--- src/rtl/int_sched_pkg.sv ---
// Shared definitions for the interrupt scheduler: source indices, vector defaults,
// IE bit positions, FSM state encodings and the vector address helper.
package int_sched_pkg;

    typedef enum int {
        SRC_INT0 = 0,
        SRC_T0   = 1,
        SRC_INT1 = 2,
        SRC_T1   = 3,
        SRC_SER  = 4
    } src_id_t;

    localparam int          NUM_SRC_DEF    = 5;
    localparam logic [15:0] VEC_BASE_DEF   = 16'h0003;
    localparam int          VEC_STRIDE_DEF = 8;
    localparam int          IE_EA_BIT      = 7;

    typedef enum logic {
        IDLE = 1'b0,
        PEND = 1'b1
    } sched_state_t;

    // Vector address wraps silently at 16 bits.
    function automatic logic [15:0] vec_addr(input logic [15:0] base,
                                             input int          stride,
                                             input int          idx);
        int sum;
        sum = int'(base) + stride * idx;
        return sum[15:0];
    endfunction

endpackage

--- src/rtl/int_sched_prio_enc.sv ---
// Fixed-priority encoder: any high-level source beats any low-level source,
// and within a level the lowest index wins.
module int_prio_enc
    import int_sched_pkg::*;
#(
    parameter int NUM_SRC = NUM_SRC_DEF,
    parameter int IDX_W   = 3
) (
    input  logic [NUM_SRC-1:0] allowed,
    input  logic [NUM_SRC-1:0] ip,
    output logic [IDX_W-1:0]   winner_idx,
    output logic               winner_lvl,
    output logic               valid
);

    logic [NUM_SRC-1:0] hi_mask;
    logic [NUM_SRC-1:0] sel_mask;

    always_comb begin
        hi_mask    = allowed & ip;
        valid      = |allowed;
        winner_lvl = |hi_mask;
        sel_mask   = winner_lvl ? hi_mask : allowed;
        winner_idx = '0;
        for (int i = NUM_SRC - 1; i >= 0; i--) begin
            if (sel_mask[i]) begin
                winner_idx = IDX_W'(i);
            end
        end
    end

endmodule

--- src/rtl/int_sched.sv ---
// Interrupt scheduler: qualifies requests with IE/IP, arbitrates, hands one vector
// to the CPU and tracks two-level nesting. Define INT_SCHED_HOLDOFF_EN to block
// arbitration for 2 cycles after every RETI.
module int_sched
    import int_sched_pkg::*;
#(
    parameter int          NUM_SRC    = NUM_SRC_DEF,
    parameter logic [15:0] VEC_BASE   = VEC_BASE_DEF,
    parameter int          VEC_STRIDE = VEC_STRIDE_DEF
) (
    input  logic               clk,
    input  logic               reset,
    input  logic [7:0]         ie,
    input  logic [7:0]         ip,
    input  logic [NUM_SRC-1:0] req,
    input  logic               int_ack,
    input  logic               reti,
    output logic               irq,
    output logic [15:0]        vector,
    output logic [NUM_SRC-1:0] clr_flag,
    output logic [1:0]         in_service
);

    localparam int IDX_W = (NUM_SRC > 1) ? $clog2(NUM_SRC) : 1;

    sched_state_t       state, state_nxt;
    logic [NUM_SRC-1:0] elig;
    logic [NUM_SRC-1:0] allowed;
    logic [IDX_W-1:0]   enc_idx;
    logic               enc_lvl;
    logic               enc_valid;
    logic [IDX_W-1:0]   win_idx, win_idx_nxt;
    logic               win_lvl, win_lvl_nxt;
    logic               irq_nxt;
    logic [15:0]        vector_nxt;
    logic [NUM_SRC-1:0] clr_nxt;
    logic [1:0]         svc_reti;
    logic [1:0]         svc_nxt;
    logic               arb_block;
    logic               unused_bits;

    assign unused_bits = ^{ie[IE_EA_BIT-1:NUM_SRC], ip[7:NUM_SRC]};

    assign elig = req & ie[NUM_SRC-1:0] & {NUM_SRC{ie[IE_EA_BIT]}};

    // A running high-level ISR blocks everything; a low-level one admits only high sources.
    always_comb begin
        allowed = '0;
        if (in_service[1]) begin
            allowed = '0;
        end else if (in_service[0]) begin
            allowed = elig & ip[NUM_SRC-1:0];
        end else begin
            allowed = elig;
        end
    end

    int_prio_enc #(
        .NUM_SRC (NUM_SRC),
        .IDX_W   (IDX_W)
    ) u_prio_enc (
        .allowed    (allowed),
        .ip         (ip[NUM_SRC-1:0]),
        .winner_idx (enc_idx),
        .winner_lvl (enc_lvl),
        .valid      (enc_valid)
    );

`ifdef INT_SCHED_HOLDOFF_EN
    logic [1:0] holdoff_cnt;

    always_ff @(posedge clk) begin
        if (!reset) begin
            holdoff_cnt <= 2'd0;
        end else if (reti) begin
            holdoff_cnt <= 2'd2;
        end else if (holdoff_cnt != 2'd0) begin
            holdoff_cnt <= holdoff_cnt - 2'd1;
        end
    end

    assign arb_block = reti | (holdoff_cnt != 2'd0);
`else
    assign arb_block = 1'b0;
`endif

    // RETI retires the innermost (highest) active level before any same-cycle ack lands.
    always_comb begin
        svc_reti = in_service;
        if (reti) begin
            if (in_service[1]) begin
                svc_reti[1] = 1'b0;
            end else begin
                svc_reti[0] = 1'b0;
            end
        end
    end

    always_comb begin
        state_nxt   = state;
        irq_nxt     = irq;
        vector_nxt  = vector;
        win_idx_nxt = win_idx;
        win_lvl_nxt = win_lvl;
        clr_nxt     = '0;
        svc_nxt     = svc_reti;
        case (state)
            IDLE: begin
                if (enc_valid && !arb_block) begin
                    win_idx_nxt = enc_idx;
                    win_lvl_nxt = enc_lvl;
                    vector_nxt  = vec_addr(VEC_BASE, VEC_STRIDE, int'(enc_idx));
                    irq_nxt     = 1'b1;
                    state_nxt   = PEND;
                end
            end
            PEND: begin
                if (int_ack) begin
                    irq_nxt          = 1'b0;
                    svc_nxt[win_lvl] = 1'b1;
                    if (int'(win_idx) != SRC_SER) begin
                        clr_nxt[win_idx] = 1'b1;
                    end
                    state_nxt = IDLE;
                end else if (!elig[win_idx]) begin
                    irq_nxt   = 1'b0;
                    state_nxt = IDLE;
                end
            end
            default: begin
                state_nxt = IDLE;
                irq_nxt   = 1'b0;
            end
        endcase
    end

    always_ff @(posedge clk) begin
        if (!reset) begin
            state      <= IDLE;
            irq        <= 1'b0;
            vector     <= '0;
            win_idx    <= '0;
            win_lvl    <= 1'b0;
            clr_flag   <= '0;
            in_service <= '0;
        end else begin
            state      <= state_nxt;
            irq        <= irq_nxt;
            vector     <= vector_nxt;
            win_idx    <= win_idx_nxt;
            win_lvl    <= win_lvl_nxt;
            clr_flag   <= clr_nxt;
            in_service <= svc_nxt;
        end
    end

endmodule

--- config.mk ---
export PLATFORM = sky130hd
export DESIGN_NAME = int_sched
export DESIGN_NICKNAME = d
export VERILOG_FILES = /design/src/rtl/int_sched_pkg.sv /design/src/rtl/int_sched_prio_enc.sv /design/src/rtl/int_sched.sv
export SDC_FILE = /design/constraint.sdc
export NUM_CORES = 1
export LEC_CHECK = 0
export CAP_MARGIN = 20
export CORE_UTILIZATION = 40
export DETAILED_ROUTE_END_ITERATION = 8
export HOLD_SLACK_MARGIN = 0.08
export PLACE_DENSITY_LB_ADDON = 0.08
export SLEW_MARGIN = 20
export SYNTH_ARGS = -nofsm -noshare
export SYNTH_HDL_FRONTEND = slang
export SYNTH_SLANG_ARGS = --single-unit
--- constraint.sdc ---
create_clock -name clk -period 3 [get_ports clk]
set_input_delay 0.3 -clock clk [delete_from_list [all_inputs] [get_ports clk]]
set_output_delay 0.3 -clock clk [all_outputs]
set_load 0.01 [all_outputs]
Yosys cells after proc, flatten, opt, wreduce, memory -nomap -nowiden. Index checks and enable logic that the tools add are counted.

Add/sub/neg operators: 1. Multiply operators: 0. Divide/modulo/power cells: 0. $lt $le $gt $ge: 4. Equality and inequality tests: 3. Shift-type cells: 0. Mux-type cells: 26. Bitwise operators: 6. Reductions and logical operators: 7.

Operator list (number): 5-bit bitwise AND (4); 3-bit two-way mux (5); 5-bit two-way mux (3); 1-bit two-way mux (10); 5-bit OR reduction (2); 2-bit by 6-bit adder with 7-bit output (first input constant) (1); 2-bit two-way mux (3); 3-bit inequality test (second input constant) (2); 3-bit by 4-bit < comparator with 1-bit output (second input constant) (1); 1-bit one-hot mux with 2 select lines (2); 2-bit AND reduction (2); 4-bit AND reduction (1); 1-bit binary-select mux with 3-bit select (1); 1-bit demux with 3-bit select (1); 3-bit by 1-bit >= comparator with 1-bit output (second input constant) (1); 1-bit logical AND (2); 1-bit by 2-bit < comparator with 1-bit output (second input constant) (1); 2-bit inequality test (second input constant) (1); 2-bit OR (1); 1-bit demux with 1-bit select (1); 1-bit >= comparator (second input constant) (1); 1-bit inverter (1).

Flip-flop bits (word level): 29. Bits in latches: 0. RAM bits: 0. ROM bits: 0. Input bits: 25. Logic and storage cells: 54. Memories kept: 0.

Depth between registers and ports, before layout.
Depth in word-level cells: 14. Gate-level depth with buffers: 7. Mapped depth without buffers: 6.

Cells and area by module. A second synthesis with hierarchy kept.

Cell total of the unflattened synthesis: 104. Area total of the unflattened synthesis: 870.8 sq um.

By module, submodules not included: int_sched (times used 1, cells an instance 85, area each 728.2 sq um); int_prio_enc (times used 1, cells an instance 19, area each 142.6 sq um).

Worst setup path before layout. Ideal clock, no wire load.

Kind: flip-flop to flip-flop. Start: register in_service[1]. End: register win_idx[1]. Setup time: 0.117 ns. Data arrival time: 1.553 ns. Path slack: 1.330 ns. Cell stages (with the launch flop): 7. Period minus slack after synthesis: 1.670 ns. Cell sequence: dfxtp_1 and4b_4 a21boi_2 nor2b_1 a41o_4 and2_1 a22o_1.

Cells in the longest elaborated chain, start to end: 8. Elaborated cells between the ends (all ways): 10. Classes of those cells: mux (6); bitwise (1); reduce/logical (3).

Ends and longest elaborated chain: start: declaration (RTL line int_sched.sv:21) `output logic [1:0] in_service`; start signal: assignment (RTL line int_sched.sv:153) `in_service <= svc_nxt;`; 5-bit two-way mux * (RTL line int_sched.sv:49) `if (in_service[1]) begin`; 5-bit bitwise AND (RTL line int_sched_prio_enc.sv:20) `hi_mask = allowed & ip;`; 5-bit OR reduction (RTL line int_sched_prio_enc.sv:22) `winner_lvl = |hi_mask;`; 5-bit two-way mux (RTL line int_sched_prio_enc.sv:23) `sel_mask = winner_lvl ? hi_mask : allowed;`; 3-bit two-way mux (4 in series) (RTL line int_sched_prio_enc.sv:26) `if (sel_mask[i]) begin`; end signal: assignment (RTL line int_sched.sv:150) `win_idx <= win_idx_nxt;`; end: declaration (RTL line int_sched.sv:32) `logic [IDX_W-1:0] win_idx, win_idx_nxt;`.

Mark *: on every way between the ends. The rest lies on a longest branch, timed or not. A chain may end at the register's enable or synchronous reset.

Final worst setup path.
Start: input port ie[7]. End: register win_idx[1].

Cells in the longest elaborated chain, start to end: 11. Elaborated cells between the ends (all ways): 13. Classes of those cells: mux (7); bitwise (3); reduce/logical (3).

Ends and longest elaborated chain: start: declaration (RTL line int_sched.sv:13) `input logic [7:0] ie,`; 5-bit bitwise AND * (RTL line int_sched.sv:44) `assign elig = req & ie[NUM_SRC-1:0] & {NUM_SRC{ie[IE_EA_BIT]}};`; 5-bit bitwise AND (RTL line int_sched.sv:52) `allowed = elig & ip[NUM_SRC-1:0];`; 5-bit two-way mux * (RTL line int_sched.sv:51) `end else if (in_service[0]) begin`; 5-bit two-way mux * (RTL line int_sched.sv:49); 5-bit bitwise AND (RTL line int_sched_prio_enc.sv:20); 5-bit OR reduction (RTL line int_sched_prio_enc.sv:22); 5-bit two-way mux (RTL line int_sched_prio_enc.sv:23); 3-bit two-way mux (4 in series) (RTL line int_sched_prio_enc.sv:26).

Marks and branches as above.

==> flow_summary.yaml <==
pwr:
  p_leak_nw: 0.490
  p_comb_share_pct: 26.3
  clkPwrFrac_pct: 29.0
  p_int_mw: 0.333
  switching_share_pct: 27.0
  p_seq_share_pct: 44.7
  p_total_mw: 0.456
  ir_drop_uv: 344
  p_switching_mw: 0.123
  power.density_mw_per_mm2: 375
clock_tree:
  cts_made_buffers: 3
  postCtsSetupRepairBufs: 0
  cts_sinks: 14
  clock_latency_ns: 0.28
  cts-htree-levels: 1
  clk_path_buf_depth: 2
  hold_buffers: 0
  clk_pin_slew_ns: 0.08
  cts_tree: "done"
  cts_resized: 0
  cts_root_buf: "clkbuf_4"
timing:
  fin_crit_ns: 1.95
  rsz0062_at_grt: "no"
  slew_viol_final: 0
  fin_skew_ns: 0.00467
  finalSetupViolCount: 0
  fin_crit_sh_pct: 65.0
  setup_tns_ns: 0
  timing_hold_violations_final: 0
  clock.fmax_mhz: 513
critical_path:
  required_ns: 3.18
  critPathLaunchType: "primary input"
  cp-startpoint: "ie[7]"
  worstPathCellList: "clkdlybuf4s50_1, and4b_4, a21boi_2, nor2b_1, a41o_4, and2_1, a22o_1"
  rr_worst_depth: 6
  cp_num_buf_inv: 1
  cp_top_family: "compound AO/OA/AOI/OAI gates"
  arrival_ns: 2.13
  r2r_end: "win_idx[1]$_SDFFE_PN0P_"
  crit_path_max_incr_delay_ns: 0.61
  crit_type: "in2reg"
  r2r_start: "in_service[1]$_SDFF_PN0_"
  crit_fanout: 9
  worstSetupPathDepth: 7
  rrSetupSlack_ns: 1.19
  worstSetupEndpointType: "flop"
  crit_path_top_delay_cell: "clkdlybuf4s50_1"
floorplanning:
  start_util_pct: 43.4
  dieArea_mm2: 0.00239
  die_h_um: 48.9
  core-area_mm2: 0.00202
  fp.dieW_um: 48.9
  placementRows: 16
  io_pins: 49
logic_synthesis:
  yosys_register_bits: 14
  synth.distinct_cells: 36
  yosys_warnings: 0
  synth_top_area_cell: "dfxtp_1"
  syn_area_per_cell_um2: 8.70
  synth.yosys.seq_area_share_pct: 31.9
  synthTopCellsByArea: "dfxtp_1, buf_4, and4b_1, o21ai_0, inv_1"
  synthDominantCellAreaShare_pct: 31.9
  synthesis.area_um2: 878
  syn_inst: 101
global_routing:
  grt_use_total_pct: 17.6
  grt-ovfl-total: 0
  grt_first_pass_wirelength_mm: 3.29
  grt_antenna_before_repair: 0
  grt_max_degree: 11
  first_global_vias: 764
layout:
  layout_common_cells: "clkdlybuf4s50_1, dfxtp_1, conb_1"
  final_core_utilization_pct: 60.1
  diodes: 0
  layout.nets: 161
  syn_to_final_growth_pct: 38.5
  final_common_cell: "clkdlybuf4s50_1"
  final_layout_size_suffix_gt1_share_pct: 11.1
  fin_cells: 162
hold_path:
  holdPathEnd: "vector[1]$_SDFFE_PN0P_"
  hp-class: "reg2reg"
  hold_start: "vector[1]$_SDFFE_PN0P_"
  hold_depth: 2
placed_design:
  port_buffers: 32
  dp_hpwl_mm: 1.56
  dp.cells: 158
  gp_congestion: 0.864
drt:
  drt-pass1-iter-count: 4
  drt_iter0_markers: 24
  drt_drc_violations_left: 0
  avgViaCountPerCell: 5.10
  via_count: 826
  post_drt_wl_per_cell_um: 12.2
  ant_nets: 0
  wl_mm: 1.98
flow_run:
  max_cap_viol_count: 0
run_status:
  status: "complete, no violations"
through the flow:
stage / cell area [µm²] / worst slack, ns / hold WS [ns]
final: 1220 / 1.05 / 0.463
after detailed placement: 1180 / 0.769 / 0.461
after global routing: 1220 / 0.918 / 0.500
after global placement: 1180 / 0.775 / 0.454
after floorplan: 920 / 1.33 / 0.422
after CTS: 1220 / 1.04 / 0.472
synthesized netlist by cell type:
master,count
nand3_1,5
a41o_4,1
mux2i_1,1
inv_1,8
nor2b_1,2
nor3_1,1
o22ai_1,1
o41ai_2,1
a21boi_2,1
a31oi_1,3
nand2_1,6
conb_1,1
and4b_1,3
and4b_4,1
dfxtp_1,14
o21ai_0,6
a21boi_4,1
nand4_1,1
and3_1,3
nor3b_2,1
o2111ai_1,1
nor4_1,2
a21boi_1,1
nor2_1,6
or2_1,1
clkbuf_1,1
a21oi_1,4
a32oi_1,1
o32a_1,1
a221oi_2,1
o21ai_2,1
buf_4,12
a22oi_2,2
nor3_2,1
a22o_1,2
and2_1,3
flip-flops by register name, summed over array words and instances, names as in the netlist:
register	count
vector	1
in_service	2
irq	1
win_idx	3
win_lvl	1
clr_flag	5
state	1
layer usage:
metal	wire, µm	track usage (%)	vias up
li1	-	-	417
met2	916	30.6	33
met1	913	20.7	376
met3	145	6.54	0
met5	0	0	-
met4	0	2.94	0
power groups by stage:
| stage | Clock (mW) | Sequential, mW | Combinational (mW) |
|---|---|---|---|
| after floorplan | 0 | 0.210 | 0.0730 |
| after global placement | 0 | 0.208 | 0.118 |
| after detailed placement | 0 | 0.209 | 0.119 |
| after CTS | 0.137 | 0.204 | 0.120 |
| after global routing | 0.148 | 0.206 | 0.131 |
| final | 0.132 | 0.204 | 0.120 |
how the worst max path moves through the flow:
| stage | slack (ns) | end |
|---|---|---|
| finish | 1.05 | win_idx[1]$_SDFFE_PN0P_ |
| global route | 0.92 | win_idx[1]$_SDFFE_PN0P_ |
| CTS | 1.04 | irq$_SDFFE_PN0P_ |
| detailed placement | 0.77 | irq$_SDFFE_PN0P_ |
| global placement | 0.77 | win_idx[1]$_SDFFE_PN0P_ |
| floorplan | 1.33 | win_idx[1]$_SDFFE_PN0P_ |
final cells by class:
| cell class | count | area (µm²) |
|---|---|---|
| Multi-Input combinational cell | 77 | 515 |
| Sequential cell | 14 | 280 |
| Fill cell | 186 | 806 |
| Timing Repair Buffer | 32 | 320 |
| Inverter | 8 | 30.0 |
| Clock buffer | 4 | 36.3 |
| Tap cell | 27 | 33.8 |
worst min-delay path, stage by stage, from the launching register on:
cell and delay [ns]:
dfxtp_1 0.32, inv_1 0.05, a21oi_1 0.05
logic make-up (layout without fill, tap and decap cells):
family	count (synthesis)	count (layout)	synth area share, %
muxes	1	1	1.14
DFF	14	14	31.9
other	1	12	0.427
AOI/OAI and AO/OA	28	28	27.8
and+or+nand+nor	36	36	24.6
buffers and inverters	21	44	14.1
Power figures use the tool's default switching activity.
